<file path="config.mk">
export PLATFORM = sky130hd
export DESIGN_NAME = rwt_sample_pack_flat
export DESIGN_NICKNAME = d
export VERILOG_FILES = /design/src/rtl/rwt_sample_pack_if.sv /design/src/rtl/rwt_sample_pack.sv /design/src/flat_wrapper.sv
export SDC_FILE = /design/constraint.sdc
export NUM_CORES = 1
export LEC_CHECK = 0
export CORE_AREA = 2 2 140 210
export DETAILED_ROUTE_END_ITERATION = 10
export DIE_AREA = 0 0 142 212
export MAX_ROUTING_LAYER = met4
export PLACE_DENSITY = 0.65
export SYNTH_ARGS = -nofsm -noshare
export SYNTH_HDL_FRONTEND = slang
export SYNTH_SLANG_ARGS = --single-unit
</file>
<file path="constraint.sdc">
create_clock -name clk -period 10 [get_ports clk]
set_input_delay 2 -clock clk [delete_from_list [all_inputs] [get_ports clk]]
set_output_delay 2 -clock clk [all_outputs]
set_load 0.01 [all_outputs]
</file>
<file path="src/rtl/rwt_sample_pack_if.sv">
// rwt_sample_pack_if: the stream bus around the sample packer.
//   s_axi_*        : input sample stream, one beat = NCHAN channel samples,
//                    with a per-packet channel-enable mask (s_axi_enables)
//   m_axi_*        : packed output stream of full DWIDTH words
// Modports:
//   slave  - the packer (consumes s_axi_*, produces m_axi_*)
//   master - the surrounding logic / bench (produces s_axi_*, consumes m_axi_*)
interface rwt_sample_pack_if #(
    parameter int DWIDTH = 64,
    parameter int SWIDTH = 16
);
    localparam int NCHAN = DWIDTH / SWIDTH;

    logic [DWIDTH-1:0] s_axi_tdata;
    logic              s_axi_tvalid;
    logic              s_axi_tready;
    logic              s_axi_tlast;
    logic [NCHAN-1:0]  s_axi_enables;
    logic [DWIDTH-1:0] m_axi_tdata;
    logic              m_axi_tvalid;
    logic              m_axi_tready;
    logic              m_axi_tlast;

    modport slave (
        input  s_axi_tdata, s_axi_tvalid, s_axi_tlast, s_axi_enables, m_axi_tready,
        output s_axi_tready, m_axi_tdata, m_axi_tvalid, m_axi_tlast
    );

    modport master (
        output s_axi_tdata, s_axi_tvalid, s_axi_tlast, s_axi_enables, m_axi_tready,
        input  s_axi_tready, m_axi_tdata, m_axi_tvalid, m_axi_tlast
    );
endinterface

</file>
<file path="src/rtl/rwt_sample_pack.sv">
// rwt_sample_pack: drops disabled channels from each input beat and packs the
// enabled samples densely into full DWIDTH output words.
// Ports:
//   clk      - clock
//   aresetn  - asynchronous active-low reset
//   bus      - rwt_sample_pack_if.slave (s_axi_* input stream, m_axi_* output)
// The channel mask is captured on the first beat of each packet. A packet end
// flushes the remaining samples as a zero-padded last word.
module rwt_sample_pack #(
    parameter int DWIDTH = 64,
    parameter int SWIDTH = 16
) (
    input  logic                 clk,
    input  logic                 aresetn,
    rwt_sample_pack_if.slave     bus
);
    localparam int NCHAN = DWIDTH / SWIDTH;
    localparam int NSLOT = 2 * NCHAN;
    localparam int CW    = $clog2(NSLOT + 1);   // holds 0..2*NCHAN
    localparam int IW    = $clog2(NSLOT);       // slot index

    logic [NSLOT-1:0][SWIDTH-1:0] r_slots;
    logic [CW-1:0]                r_cnt;
    logic                         r_flush;
    logic                         r_first;
    logic [NCHAN-1:0]             r_en_q;
    logic                         r_live;       // low until the first clock after reset

    logic                         w_accept;
    logic                         w_pop;
    logic [NCHAN-1:0]             w_mask;
    logic [NSLOT-1:0][SWIDTH-1:0] w_slots_pop;
    logic [CW-1:0]                w_cnt_pop;
    logic [NSLOT-1:0][SWIDTH-1:0] w_slots_nxt;
    logic [CW-1:0]                w_idx;

    // All outputs come straight from registered state; m_axi_tready never
    // reaches s_axi_tready.
    assign bus.s_axi_tready = r_live && !r_flush && (r_cnt <= CW'(NCHAN));
    assign bus.m_axi_tvalid = (r_cnt >= CW'(NCHAN)) || (r_flush && r_cnt != '0);
    assign bus.m_axi_tlast  = r_flush && (r_cnt <= CW'(NCHAN)) && (r_cnt != '0);
    // Slots at or above cnt are always zero, so a partial word is already padded.
    assign bus.m_axi_tdata  = r_slots[NCHAN-1:0];

    assign w_accept = bus.s_axi_tvalid && bus.s_axi_tready;
    assign w_pop    = bus.m_axi_tvalid && bus.m_axi_tready;
    assign w_mask   = r_first ? bus.s_axi_enables : r_en_q;

    // Pop first, then append behind whatever is left.
    always_comb begin
        w_slots_pop = r_slots;
        w_cnt_pop   = r_cnt;
        if (w_pop) begin
            for (int i = 0; i < NCHAN; i++) begin
                w_slots_pop[i]         = r_slots[i+NCHAN];
                w_slots_pop[i+NCHAN]   = '0;
            end
            w_cnt_pop = (r_cnt >= CW'(NCHAN)) ? r_cnt - CW'(NCHAN) : '0;
        end
    end

    // Accept only happens with cnt <= NCHAN, so every write lands below NSLOT.
    always_comb begin
        w_slots_nxt = w_slots_pop;
        w_idx       = w_cnt_pop;
        if (w_accept) begin
            for (int c = 0; c < NCHAN; c++) begin
                if (w_mask[c]) begin
                    w_slots_nxt[w_idx[IW-1:0]] = bus.s_axi_tdata[c*SWIDTH +: SWIDTH];
                    w_idx = w_idx + CW'(1);
                end
            end
        end
    end

    always_ff @(posedge clk or negedge aresetn) begin
        if (!aresetn) begin
            r_slots <= '0;
            r_cnt   <= '0;
            r_flush <= 1'b0;
            r_first <= 1'b1;
            r_en_q  <= '0;
            r_live  <= 1'b0;
        end else begin
            r_live  <= 1'b1;
            r_slots <= w_slots_nxt;
            r_cnt   <= w_idx;
            if (w_accept) begin
                r_first <= bus.s_axi_tlast;
                if (r_first) r_en_q <= bus.s_axi_enables;
            end
            // An all-disabled packet leaves cnt=0 at flush: nothing to emit,
            // so flush retires on its own.
            if (w_accept && bus.s_axi_tlast)
                r_flush <= 1'b1;
            else if (r_flush && ((w_pop && bus.m_axi_tlast) || r_cnt == '0))
                r_flush <= 1'b0;
        end
    end
endmodule

</file>
<file path="src/flat_wrapper.sv">
// flat-port wrapper written by rule: the top's interface ports become plain ports
module rwt_sample_pack_flat 
#(
    parameter int DWIDTH = 64,
    parameter int SWIDTH = 16
)
  (clk, aresetn, bus_s_axi_tdata, bus_s_axi_tvalid, bus_s_axi_tlast, bus_s_axi_enables, bus_m_axi_tready, bus_s_axi_tready, bus_m_axi_tdata, bus_m_axi_tvalid, bus_m_axi_tlast);
  rwt_sample_pack_if #(.DWIDTH(DWIDTH), .SWIDTH(SWIDTH)) bus_i ();
  input  logic clk;
  input  logic aresetn;
  input wire logic [$bits(bus_i.s_axi_tdata)-1:0] bus_s_axi_tdata;
  input wire logic [$bits(bus_i.s_axi_tvalid)-1:0] bus_s_axi_tvalid;
  input wire logic [$bits(bus_i.s_axi_tlast)-1:0] bus_s_axi_tlast;
  input wire logic [$bits(bus_i.s_axi_enables)-1:0] bus_s_axi_enables;
  input wire logic [$bits(bus_i.m_axi_tready)-1:0] bus_m_axi_tready;
  output wire logic [$bits(bus_i.s_axi_tready)-1:0] bus_s_axi_tready;
  output wire logic [$bits(bus_i.m_axi_tdata)-1:0] bus_m_axi_tdata;
  output wire logic [$bits(bus_i.m_axi_tvalid)-1:0] bus_m_axi_tvalid;
  output wire logic [$bits(bus_i.m_axi_tlast)-1:0] bus_m_axi_tlast;
  assign bus_i.s_axi_tdata = bus_s_axi_tdata;
  assign bus_i.s_axi_tvalid = bus_s_axi_tvalid;
  assign bus_i.s_axi_tlast = bus_s_axi_tlast;
  assign bus_i.s_axi_enables = bus_s_axi_enables;
  assign bus_i.m_axi_tready = bus_m_axi_tready;
  assign bus_s_axi_tready = bus_i.s_axi_tready;
  assign bus_m_axi_tdata = bus_i.m_axi_tdata;
  assign bus_m_axi_tvalid = bus_i.m_axi_tvalid;
  assign bus_m_axi_tlast = bus_i.m_axi_tlast;
  rwt_sample_pack #(.DWIDTH(DWIDTH), .SWIDTH(SWIDTH)) u_core (.clk(clk), .aresetn(aresetn), .bus(bus_i));
endmodule
</file>
## After elaboration in Yosys (flattened, before gate mapping)

Cells that the tools add are included.

- Flip-flop bits (word level): 139
- Input bits: 73
- Output and inout port bits: 67
- Logic and storage cells: 82

- Add/subtract/negate cells: 5
- Order comparisons: 10
- Mux-type cells: 34
- Reduce and logical (&&, ||, !) cells: 20

Operators with widths:

| operator | number |
|---|---|
| two-way mux 128 bit | 9 |
| bitwise mux 128 bit | 4 |
| demux 16 bit (select 3 bit) | 4 |
| two-way mux 16 bit | 4 |
| two-way mux 4 bit | 11 |
| adder 4 x 1 -> 4 bit (second input constant) | 4 |
| less-than comparator 3 x 4 -> 1 bit (second input constant) | 4 |
| logical AND 1 bit | 14 |
| >= comparator 3 x 1 -> 1 bit (second input constant) | 4 |
| >= comparator 4 x 3 -> 1 bit (second input constant) | 1 |
| <= comparator 4 x 3 -> 1 bit (second input constant) | 1 |
| zero test 4 bit | 1 |
| nonzero test 4 bit | 1 |
| subtractor 4 x 3 -> 4 bit (second input constant) | 1 |
| logical OR 1 bit | 2 |
| two-way mux 1 bit | 2 |
| nonzero test 2 bit | 1 |
| zero test 1 bit | 1 |

## Logic depth before layout (Yosys ltp)

Gate-level depths: netlist of the first run.

- Depth in word-level cells: 21
- Gate-level depth with buffers: 20
- Mapped depth without buffers: 16

## Least setup slack after synthesis of the first run

No wires, ideal clock.

- Kind: input-to-reg
- Start: input bus_m_axi_tready
- End: register u_core.r_slots, in the netlist u_core.bus.m_axi_tdata[16]
- Library setup time: 0.141 ns
- Data arrival time: 5.491 ns
- Data required time: 9.859 ns
- Slack: 4.368 ns
- Cell stages on the path: 18
- Buffers on the path: 2
- Cells stage by stage: buf_2 -> nand4bb_1 -> nand2_1 -> clkinv_1 -> ha_1 -> nand2_1 -> nand2_1 -> ha_1 -> nor2_1 -> a31oi_1 -> ha_1 -> nand2_1 -> xor2_1 -> xor2_2 -> nand3_1 -> buf_2 -> o21ai_0 -> a21oi_1

RTL lines:

| item | RTL line | text |
|---|---|---|
| start, declared | flat_wrapper.sv:15 | `input wire logic [$bits(bus_i.m_axi_tready)-1:0] bus_m_axi_tready;` |
| end signal, assigned | rwt_sample_pack.sv:86 | `r_slots <= w_slots_nxt;` |
| end, declared | rwt_sample_pack.sv:22 | `logic [NSLOT-1:0][SWIDTH-1:0] r_slots;` |

==> flow_summary.rst, run 1 <==
.. list-table::
   :header-rows: 1

   * - Metric
     - Value
   * - Status
     - completed
   * - Share of final-layout standard cells stronger than drive strength 1
     - ~14%
   * - Maximum buffer depth of the clock tree
     - 2
   * - Setup TNS
     - 0 ps
   * - Total inserted antenna cells
     - 0
   * - Setup Buffers After CTS
     - 0
   * - Largest cells by area after synthesis
     - dfrtp_1 28%, mux2i_1 13%, mux2_2 9.3%
   * - Synth top cells by count
     - 163 x mux2i_1, 146 x nand2_1, 138 x dfrtp_1
   * - Max-Slew Margin vs Limit
     - 10.3%
   * - Antenna Violating Nets Remaining
     - 0
   * - Synthesized net count
     - 1592
   * - Endpoint arrival time on the critical path
     - 7820 ps
   * - Setup WS pre-CTS
     - 2200 ps
   * - Number of hold buffers added after CTS
     - 0
   * - Area of the die
     - about 30000 um2
   * - Most used standard cell by instance count after synthesis
     - mux2i_1
   * - Post-synth top flop
     - dfrtp_1
   * - Combinational family with the most area after synthesis
     - compound AO/OA/AOI/OAI gates
   * - CTS tree
     - yes
   * - Yosys reg bits
     - 139
   * - Largest net degree at the start of global routing
     - between 90 and 100
   * - Synthesized-area fraction occupied by adder cells
     - less than 1%
   * - Total power after layout
     - 4.86 mW
   * - Library cell with the largest summed area after synthesis
     - dfrtp_1
   * - Vias per cell
     - 6.71
   * - Share of synthesized area occupied by flip-flops and latches
     - 27.8%
   * - Biggest cell delay along the critical path
     - between 700 and 800 ps
   * - Slew @ Worst Pin
     - 1340 ps
   * - Critical path depth
     - 17
   * - Final GP Congestion
     - 0.932
   * - Achievable frequency
     - 133 MHz
   * - Layout Area Growth over Synthesis
     - 12.7%
   * - Number of cells on the worst hold path
     - 2
   * - Number of enable flip-flop cells after synthesis
     - 0
   * - Critical path required time
     - slightly above 10000 ps
   * - H-Tree Level Count
     - 4
   * - Number of rows in the core area
     - 76
   * - Sum of overflow across all layers after global routing
     - 0
   * - Pre-antenna DRT Iters
     - 6
   * - Post-synth cell types
     - a little over 70
   * - Startpoint type of the worst setup path
     - input pin
   * - Most utilized layer in the global route result
     - met2
   * - Maximum capacitance violations
     - 0
   * - Final count of negative-setup-slack endpoints
     - 0
   * - Number of standard cells in the final layout excluding fillers
     - 1851
   * - Peak fanout along the critical path
     - 16
   * - Input/output buffers
     - 139
   * - Post-synthesis instance area
     - 12500 um2
   * - Cts bufs inserted
     - 17
   * - Cell chain of the critical path
     - clkdlybuf4s50_1 -> nand4bb_1 -> nand2_1 -> clkinv_1 -> ha_1 -> nand2_1 -> nand2_1 -> ha_1 -> nor2_1 -> a31oi_1 -> ha_1 -> nand2_1 -> xor2_1 -> xor2_2 -> nand4_1 -> o21ai_0 -> a21oi_1
   * - Start-to-end type of the worst setup path
     - input pin to flip-flop
   * - Period utilisation layout
     - 75.0%
   * - Most Frequent Cell on Critical Path
     - nand2_1
   * - Nature of the critical path endpoint
     - flip-flop
   * - Gate Count Post-Synth
     - 1514
   * - DRC Markers
     - 0
   * - Final period demand of the worst path
     - 7500 ps
   * - Final WL
     - 47300 um
   * - Final Skew
     - 8.94 ps
   * - Met3 layer usage reported by global route
     - between 3 and 4%
   * - Clock sink count
     - 139
   * - Wirelength per Cell
     - 25.5 um
   * - Count of fill cells added during filler insertion
     - 2717
   * - Post-synthesis xor/xnor area fraction
     - 0.839%
   * - Total core area
     - 28400 um2
   * - Synth warn
     - 0
   * - DRT iter0 DRCs
     - 1188
   * - Compound-Gate Fraction of Synth Area
     - 24.5%
   * - Total of cells resized after clock tree synthesis
     - 0
   * - Number of cells traversed by the worst register-to-register path
     - 16
   * - Pins over their slew limit
     - 0
   * - Area share of and/or/nand/nor cells after synthesis
     - 13.2%
   * - Global-route total usage across every layer
     - 32.4%
   * - CP Buf/Inv Count
     - 2
   * - Y dimension of the die
     - 212 um
   * - Syn Area/Cell
     - between 8 and 9 um2
   * - Unrepaired setup endpoints after global routing
     - no
   * - Initial Utilization
     - 44.1%
   * - Clk Latency, worst-skew pair
     - between 400 and 500 ps
   * - Share of synthesized registers carrying an async set or reset
     - 100%
   * - Total leakage power
     - 6.08 nW
   * - DPL Wire Length
     - 32200 um
   * - Setup ws final
     - 2500 ps
   * - Library cell contributing the largest single delay on the critical path
     - nand4_1
   * - Instance count after placement with tap cells included
     - 1820
   * - Number of hold-slack violations in the final timing report
     - 0
   * - Class of the most critical hold timing path
     - flip-flop to flip-flop
   * - Power density over the cells
     - about 340 nW/um2
   * - Peak VDD IR
     - around 150 uV
   * - I/O pin cnt
     - 140
   * - Post-synthesis mux area share
     - 23.0%
   * - Horiz. Die Dim
     - 142 um
   * - Overall via count from detail_route
     - around 12000
   * - Fraction of synthesized cell area taken by the top area cell type
     - between 20% and 30%
   * - CP top delay family
     - simple AND/OR/NAND/NOR gates
   * - Total area of multi-input combinational cells
     - 7870 um2
   * - Clock root cell
     - clkbuf_16
   * - Antenna violations before repair
     - 0
   * - Worst-path clk slew
     - ~60 ps
   * - Number of nets in the final layout
     - 1566
   * - Via count of the first global-routing pass
     - around 12000
   * - Fraction of met2 tracks used by global routing
     - 53.9%
   * - Global-route wire length before repair
     - 72700 um
   * - Sequential cell area in the final layout
     - 3480 um2
   * - Met1 Usage GRT
     - between 30% and 40%
[report_power, final]
group / internal [mW] / switching (mW)
Sequential: 0.806 / 0.225
Clock: 0.429 / 0.276
Combinational: 1.37 / 1.76
[stage by stage]
| step | instance area (um2) | util (%) | hold WS, ps |
|---|---|---|---|
| after floorplan | 12500 | - | 467 |
| after global placement | 13500 | 47.5 | 482 |
| after detailed placement | 13500 | 47.5 | 495 |
| after CTS | 14100 | 49.7 | 508 |
| after global routing | 14100 | 49.7 | 540 |
| final | 14100 | 49.7 | 502 |
[area by class of cell]
type                            count  area share (%)
Tap cell                          351            3.11
Clock inverter                     11            1.19
Inverter                           36           0.957
Clock buffer                       20            3.23
Sequential cell                   139            24.6
Timing Repair Buffer              163            11.1
Multi-Input combinational cell   1131            55.7
[flip-flops by register name (all words and copies together), names as in the netlist]
name	count
u_core.bus.m_axi_tdata	64
u_core.r_slots	64
u_core.r_cnt	4
u_core.r_en_q	4
u_core.r_first	1
u_core.r_flush	1
u_core.r_live	1
[logic make-up (layout without fill, tap and decap cells)]
kind of cell,Yosys count,after routing
AOI/OAI and AO/OA,491,491
and+or+nand+nor,354,354
muxes,271,271
buffers and inverters,244,230
DFF,139,139
xor gates and xnor gates,9,9
adders and majority gates,5,5
other,1,1
[routing by layer]
layer / share of wire [%] / vias to the layer above
li1: - / 5428
met1: 35 / 6008
met2: 50 / 700
met3: 5.9 / 284
met4: 9.1 / 0
met5: 0 / -
[cells in the final DEF, fill, tap and decap left out, types with 3 or more instances in the layout]
cell / netlist / routed
nor2_1: 96 / 95
or3_1: 5 / 5
clkinv_2: 0 / 3
o21ai_1: 40 / 40
inv_1: 35 / 35
a21o_1: 16 / 16
nand4_1: 3 / 3
nand2_1: 146 / 146
a211oi_1: 28 / 28
o2111ai_2: 0 / 4
and3_1: 23 / 23
clkdlybuf4s50_1: 0 / 138
o211ai_1: 5 / 5
buf_4: 74 / 24
nand3_1: 35 / 35
nor3_4: 3 / 4
nor3_1: 4 / 4
bufinv_16: 0 / 4
a22oi_1: 24 / 24
dfrtp_1: 138 / 138
a31oi_1: 43 / 43
mux2i_1: 163 / 163
a21oi_2: 1 / 3
nand2b_1: 5 / 5
ha_1: 5 / 5
and4_1: 8 / 8
o21ai_0: 123 / 123
a221oi_1: 16 / 13
o2bb2a_1: 16 / 16
xnor2_1: 6 / 6
mux2_2: 103 / 103
a211o_1: 3 / 3
nand3b_1: 3 / 3
clkbuf_16: 0 / 17
a21oi_1: 108 / 106
o22ai_1: 43 / 43
a22oi_2: 10 / 10
[worst min-delay path: stages, from the launching register on]
cell     delay, ps
dfrtp_1        360
nand2_1         50
o21ai_0         60
[worst paths after layout]
kind	start	end	slack (ps)
setup / recovery	bus_m_axi_tready	u_core.bus.m_axi_tdata[13]	2500
hold / removal	u_core.r_en_q[3]	u_core.r_en_q[3]	500
setup reg to reg	u_core.r_cnt[2]	u_core.bus.m_axi_tdata[13]	4120
hold reg to reg	u_core.r_en_q[3]	u_core.r_en_q[3]	500
max in group asynchronous	aresetn	u_core.r_slots[101]	7000
min in group asynchronous	aresetn	u_core.r_cnt[3]	1620
No activity file was read; power rests on OpenSTA's default activity.
==> run 2: changes to the inputs <==
- clock period: 10 -> 7 ns (I/O delays scaled with it)
==> run 2 against run 1 <==
Compared with the run above: wire length up 4.4%; sequential share of layout area about the same; via count grew 0.98%; power grew 42%; sequential power is 43% higher; clock power is 23% higher; setup slack got worse by 1600 ps; hold slack lost 4.4 ps; final cell count grew 0.59%; die area is the same; highest routed layer unchanged; largest cell class unchanged.
==> flow_summary.rst, run 2 (same netlist as run 1, synthesis figures left out) <==
.. list-table::
   :header-rows: 1

   * - Metric
     - Value
   * - Status
     - completed (unchanged)
   * - Count of fill cells added during filler insertion
     - 2784 (was 2717)
   * - Critical path required time
     - 7340 ps (was 10320 ps)
   * - Final GP Congestion
     - 0.941 (was 0.932)
   * - Finished layout cell area
     - 14100 um2 (about the same)
   * - Total of cells resized after clock tree synthesis
     - 0 (unchanged)
   * - Cell chain of the critical path
     - clkdlybuf4s50_1 -> nand4bb_1 -> nand2_1 -> clkinv_1 -> ha_1 -> nand2_1 -> nand2_1 -> ha_1 -> nor2_1 -> a31oi_1 -> buf_4 -> ha_1 -> nand2_1 -> xor2_1 -> xnor2_1 -> nand4_2 -> o2bb2a_1 -> o21ai_0 (was clkdlybuf4s50_1 -> nand4bb_1 -> nand2_1 -> clkinv_1 -> ha_1 -> nand2_1 -> nand2_1 -> ha_1 -> nor2_1 -> a31oi_1 -> ha_1 -> nand2_1 -> xor2_1 -> xor2_2 -> nand4_1 -> o21ai_0 -> a21oi_1)
   * - CP top delay family
     - simple AND/OR/NAND/NOR gates (unchanged)
   * - Clock sink count
     - 139 (unchanged)
   * - Setup TNS
     - 0 ps (unchanged)
   * - Min-Delay Startpoint
     - u_core.r_en_q[2] (was u_core.r_en_q[3])
   * - Maximum buffer depth of the clock tree
     - 2 (unchanged)
   * - Max-Slew Margin vs Limit
     - 10.2% (was 10.3%)
   * - Clock root cell
     - clkbuf_16 (unchanged)
   * - Power density over the cells
     - 490 nW/um2 (was 344 nW/um2)
   * - Final period demand of the worst path
     - a little over 6000 ps
   * - Final count of negative-setup-slack endpoints
     - 0 (unchanged)
   * - Initial Utilization
     - 44.1% (unchanged)
   * - Cell area after placement
     - 13600 um2 (was 13500 um2)
   * - Total inserted antenna cells
     - 0 (unchanged)
   * - Class of the most critical hold timing path
     - flip-flop to flip-flop (unchanged)
   * - Critical R2R Capture
     - u_core.r_slots[78] (was u_core.bus.m_axi_tdata[13])
   * - Global-route wire length before repair
     - 73900 um (was 72700 um)
   * - Endpoint arrival time on the critical path
     - 6400 ps (was 7820 ps)
   * - DRT iter0 DRCs
     - 1282 (was 1188)
   * - Input/output buffers
     - 139 (unchanged)
   * - Library cell contributing the largest single delay on the critical path
     - clkdlybuf4s50_1 (was nand4_1)
   * - DRC Markers
     - 0 (unchanged)
   * - Final WL
     - 49400 um (was 47300 um)
   * - Total core area
     - 28400 um2 (unchanged)
   * - Overall via count from detail_route
     - 12500 (was 12400)
   * - Switching power
     - 3.30 mW (was 2.26 mW)
   * - Y dimension of the die
     - 212 um (unchanged)
   * - Final Skew
     - 11.5 ps (was 8.94 ps)
   * - Core occupancy in the finished layout
     - 49.7% (about the same)
   * - Unrepaired setup endpoints after global routing
     - no (unchanged)
   * - Switching power share of the total
     - 47.6% (was 46.5%)
   * - Internal power component
     - 3.62 mW (was 2.60 mW)
   * - Wirelength per Cell
     - 26.5 um (was 25.5 um)
   * - Commonest non-fill, non-tap cells in the layout
     - 163 x mux2i_1, 146 x nand2_1, 138 x clkdlybuf4s50_1, 138 x dfrtp_1, 123 x o21ai_0 (unchanged)
   * - Start-to-end type of the worst setup path
     - input pin to flip-flop (unchanged)
   * - Number of cells on the worst hold path
     - 2 (unchanged)
   * - Slew @ Worst Pin
     - 1340 ps (about the same)
   * - CTS tree
     - yes (unchanged)
   * - Worst Hold Margin
     - 498 ps (was 502 ps)
   * - Startpoint of the worst register-to-register path
     - u_core.r_cnt[2] (unchanged)
   * - Nature of the critical path endpoint
     - flip-flop (unchanged)
   * - Share of total power in sequential cells
     - 21.2% (about the same)
   * - Cts bufs inserted
     - 17 (unchanged)
   * - CP Buf/Inv Count
     - 3 (was 2)
   * - Total power after layout
     - 6.92 mW (was 4.86 mW)
   * - Total leakage power
     - 6.09 nW (was 6.08 nW)
   * - I/O pin cnt
     - 140 (unchanged)
   * - Reg2Reg Setup Slack
     - 1990 ps (was 4120 ps)
   * - Share of final-layout standard cells stronger than drive strength 1
     - 14.2% (was 13.8%)
   * - Number of hold-slack violations in the final timing report
     - 0 (unchanged)
   * - Part of the power in combinational logic
     - 66.3% (was 64.3%)
   * - Clk Latency, worst-skew pair
     - 450 ps (about the same)
   * - Most Frequent Cell on Critical Path
     - nand2_1 (unchanged)
   * - Achievable frequency
     - 165 MHz
   * - Antenna Violating Nets Remaining
     - 0 (unchanged)
   * - Maximum capacitance violations
     - 0 (unchanged)
   * - DPL Wire Length
     - 32900 um (was 32200 um)
   * - Setup Buffers After CTS
     - 0 (unchanged)
   * - Number of nets in the final layout
     - 1578 (was 1566)
   * - Startpoint type of the worst setup path
     - input pin (unchanged)
   * - Antenna violations before repair
     - 0 (unchanged)
   * - Via count of the first global-routing pass
     - 12400 (about the same)
   * - Global-route total usage across every layer
     - 33.4% (was 32.4%)
   * - Peak VDD IR
     - 193 uV (was 153 uV)
   * - Leading cell type in the layout, fill and taps excluded
     - mux2i_1 (unchanged)
   * - Worst-path clk slew
     - 60 ps (about the same)
   * - Sum of overflow across all layers after global routing
     - 0 (unchanged)
   * - Period utilisation layout
     - approximately 87%
   * - Pins over their slew limit
     - 0 (unchanged)
   * - Number of hold buffers added after CTS
     - 0 (unchanged)
   * - Horiz. Die Dim
     - 142 um (unchanged)
   * - Pre-antenna DRT Iters
     - 6 (unchanged)
   * - End of the worst hold path
     - u_core.r_en_q[2] (was u_core.r_en_q[3])
   * - Biggest cell delay along the critical path
     - 640 ps (was 780 ps)
   * - Largest net degree at the start of global routing
     - 90 (was 92)
   * - Number of rows in the core area
     - 76 (unchanged)
   * - Vias per cell
     - 6.74 (was 6.71)
   * - Layout Area Growth over Synthesis
     - 12.7% (about the same)
   * - Number of cells traversed by the worst register-to-register path
     - 17 (was 16)
   * - Area of the die
     - 30100 um2 (unchanged)
   * - Peak fanout along the critical path
     - 16 (unchanged)
   * - Clk pwr share
     - 12.5% (was 14.5%)
   * - H-Tree Level Count
     - 4 (unchanged)
-- run 2: power by group through the flow --
stage | clock network [mW] | registers (mW) | logic (mW)
after floorplan | 0 | 1.31 | 3.47
after global placement | 0 | 1.47 | 4.38
after detailed placement | 0 | 1.47 | 4.49
after CTS | 0.868 | 1.46 | 4.51
after global routing | 0.896 | 1.50 | 4.94
final | 0.867 | 1.47 | 4.59
-- run 2: worst max-delay path by stage --
| stage | startpoint | end | cells past startpoint |
|---|---|---|---|
| floorplan | bus_m_axi_tready | u_core.bus.m_axi_tdata[16] | 18 |
| global placement | bus_m_axi_tready | u_core.r_slots[74] | 18 |
| detailed placement | bus_m_axi_tready | u_core.r_slots[78] | 18 |
| CTS | bus_m_axi_tready | u_core.r_slots[78] | 18 |
| global route | bus_m_axi_tready | u_core.r_slots[68] | 18 |
| finish | bus_m_axi_tready | u_core.r_slots[78] | 18 |
-- run 2: worst register-to-register path: stages (launching register included) --
cell and delay (ps):
dfrtp_1 470, nand4bb_1 420, nand2_1 280, clkinv_1 260, ha_1 400, nand2_1 120
nand2_1 70, ha_1 350, nor2_1 60, a31oi_1 180, buf_4 170, ha_1 140
nand2_1 60, xor2_1 190, xnor2_1 540, nand4_2 630, o2bb2a_1 480, o21ai_0 90
-- run 2: layout make-up --
class	instances	area [um2]	area share, %
Inverter	36	135	0.957
Clock buffer	23	488	3.45
Sequential cell	139	3480	24.6
Timing Repair Buffer	175	1680	11.9
Clock inverter	7	42.5	0.301
Multi-Input combinational cell	1131	7870	55.7
Tap cell	351	439	3.11
-- run 2: metrics by stage --
stage	setup WS [ps]	std cells
floorplan	1970	1514
finish	937	1862
detailed placement	647	1832
global route	556	1862
global placement	801	1832
CTS	1070	1862
-- run 2: routing by layer --
metal / global-route usage [%] / vias up / part of all wire, %
met5: - / - / 0
met4: 28.0 / 0 / 9.7
met3: 3.92 / 282 / 6.3
met2: 54.7 / 777 / 48
met1: 36.1 / 6037 / 35
li1: - / 5446 / -
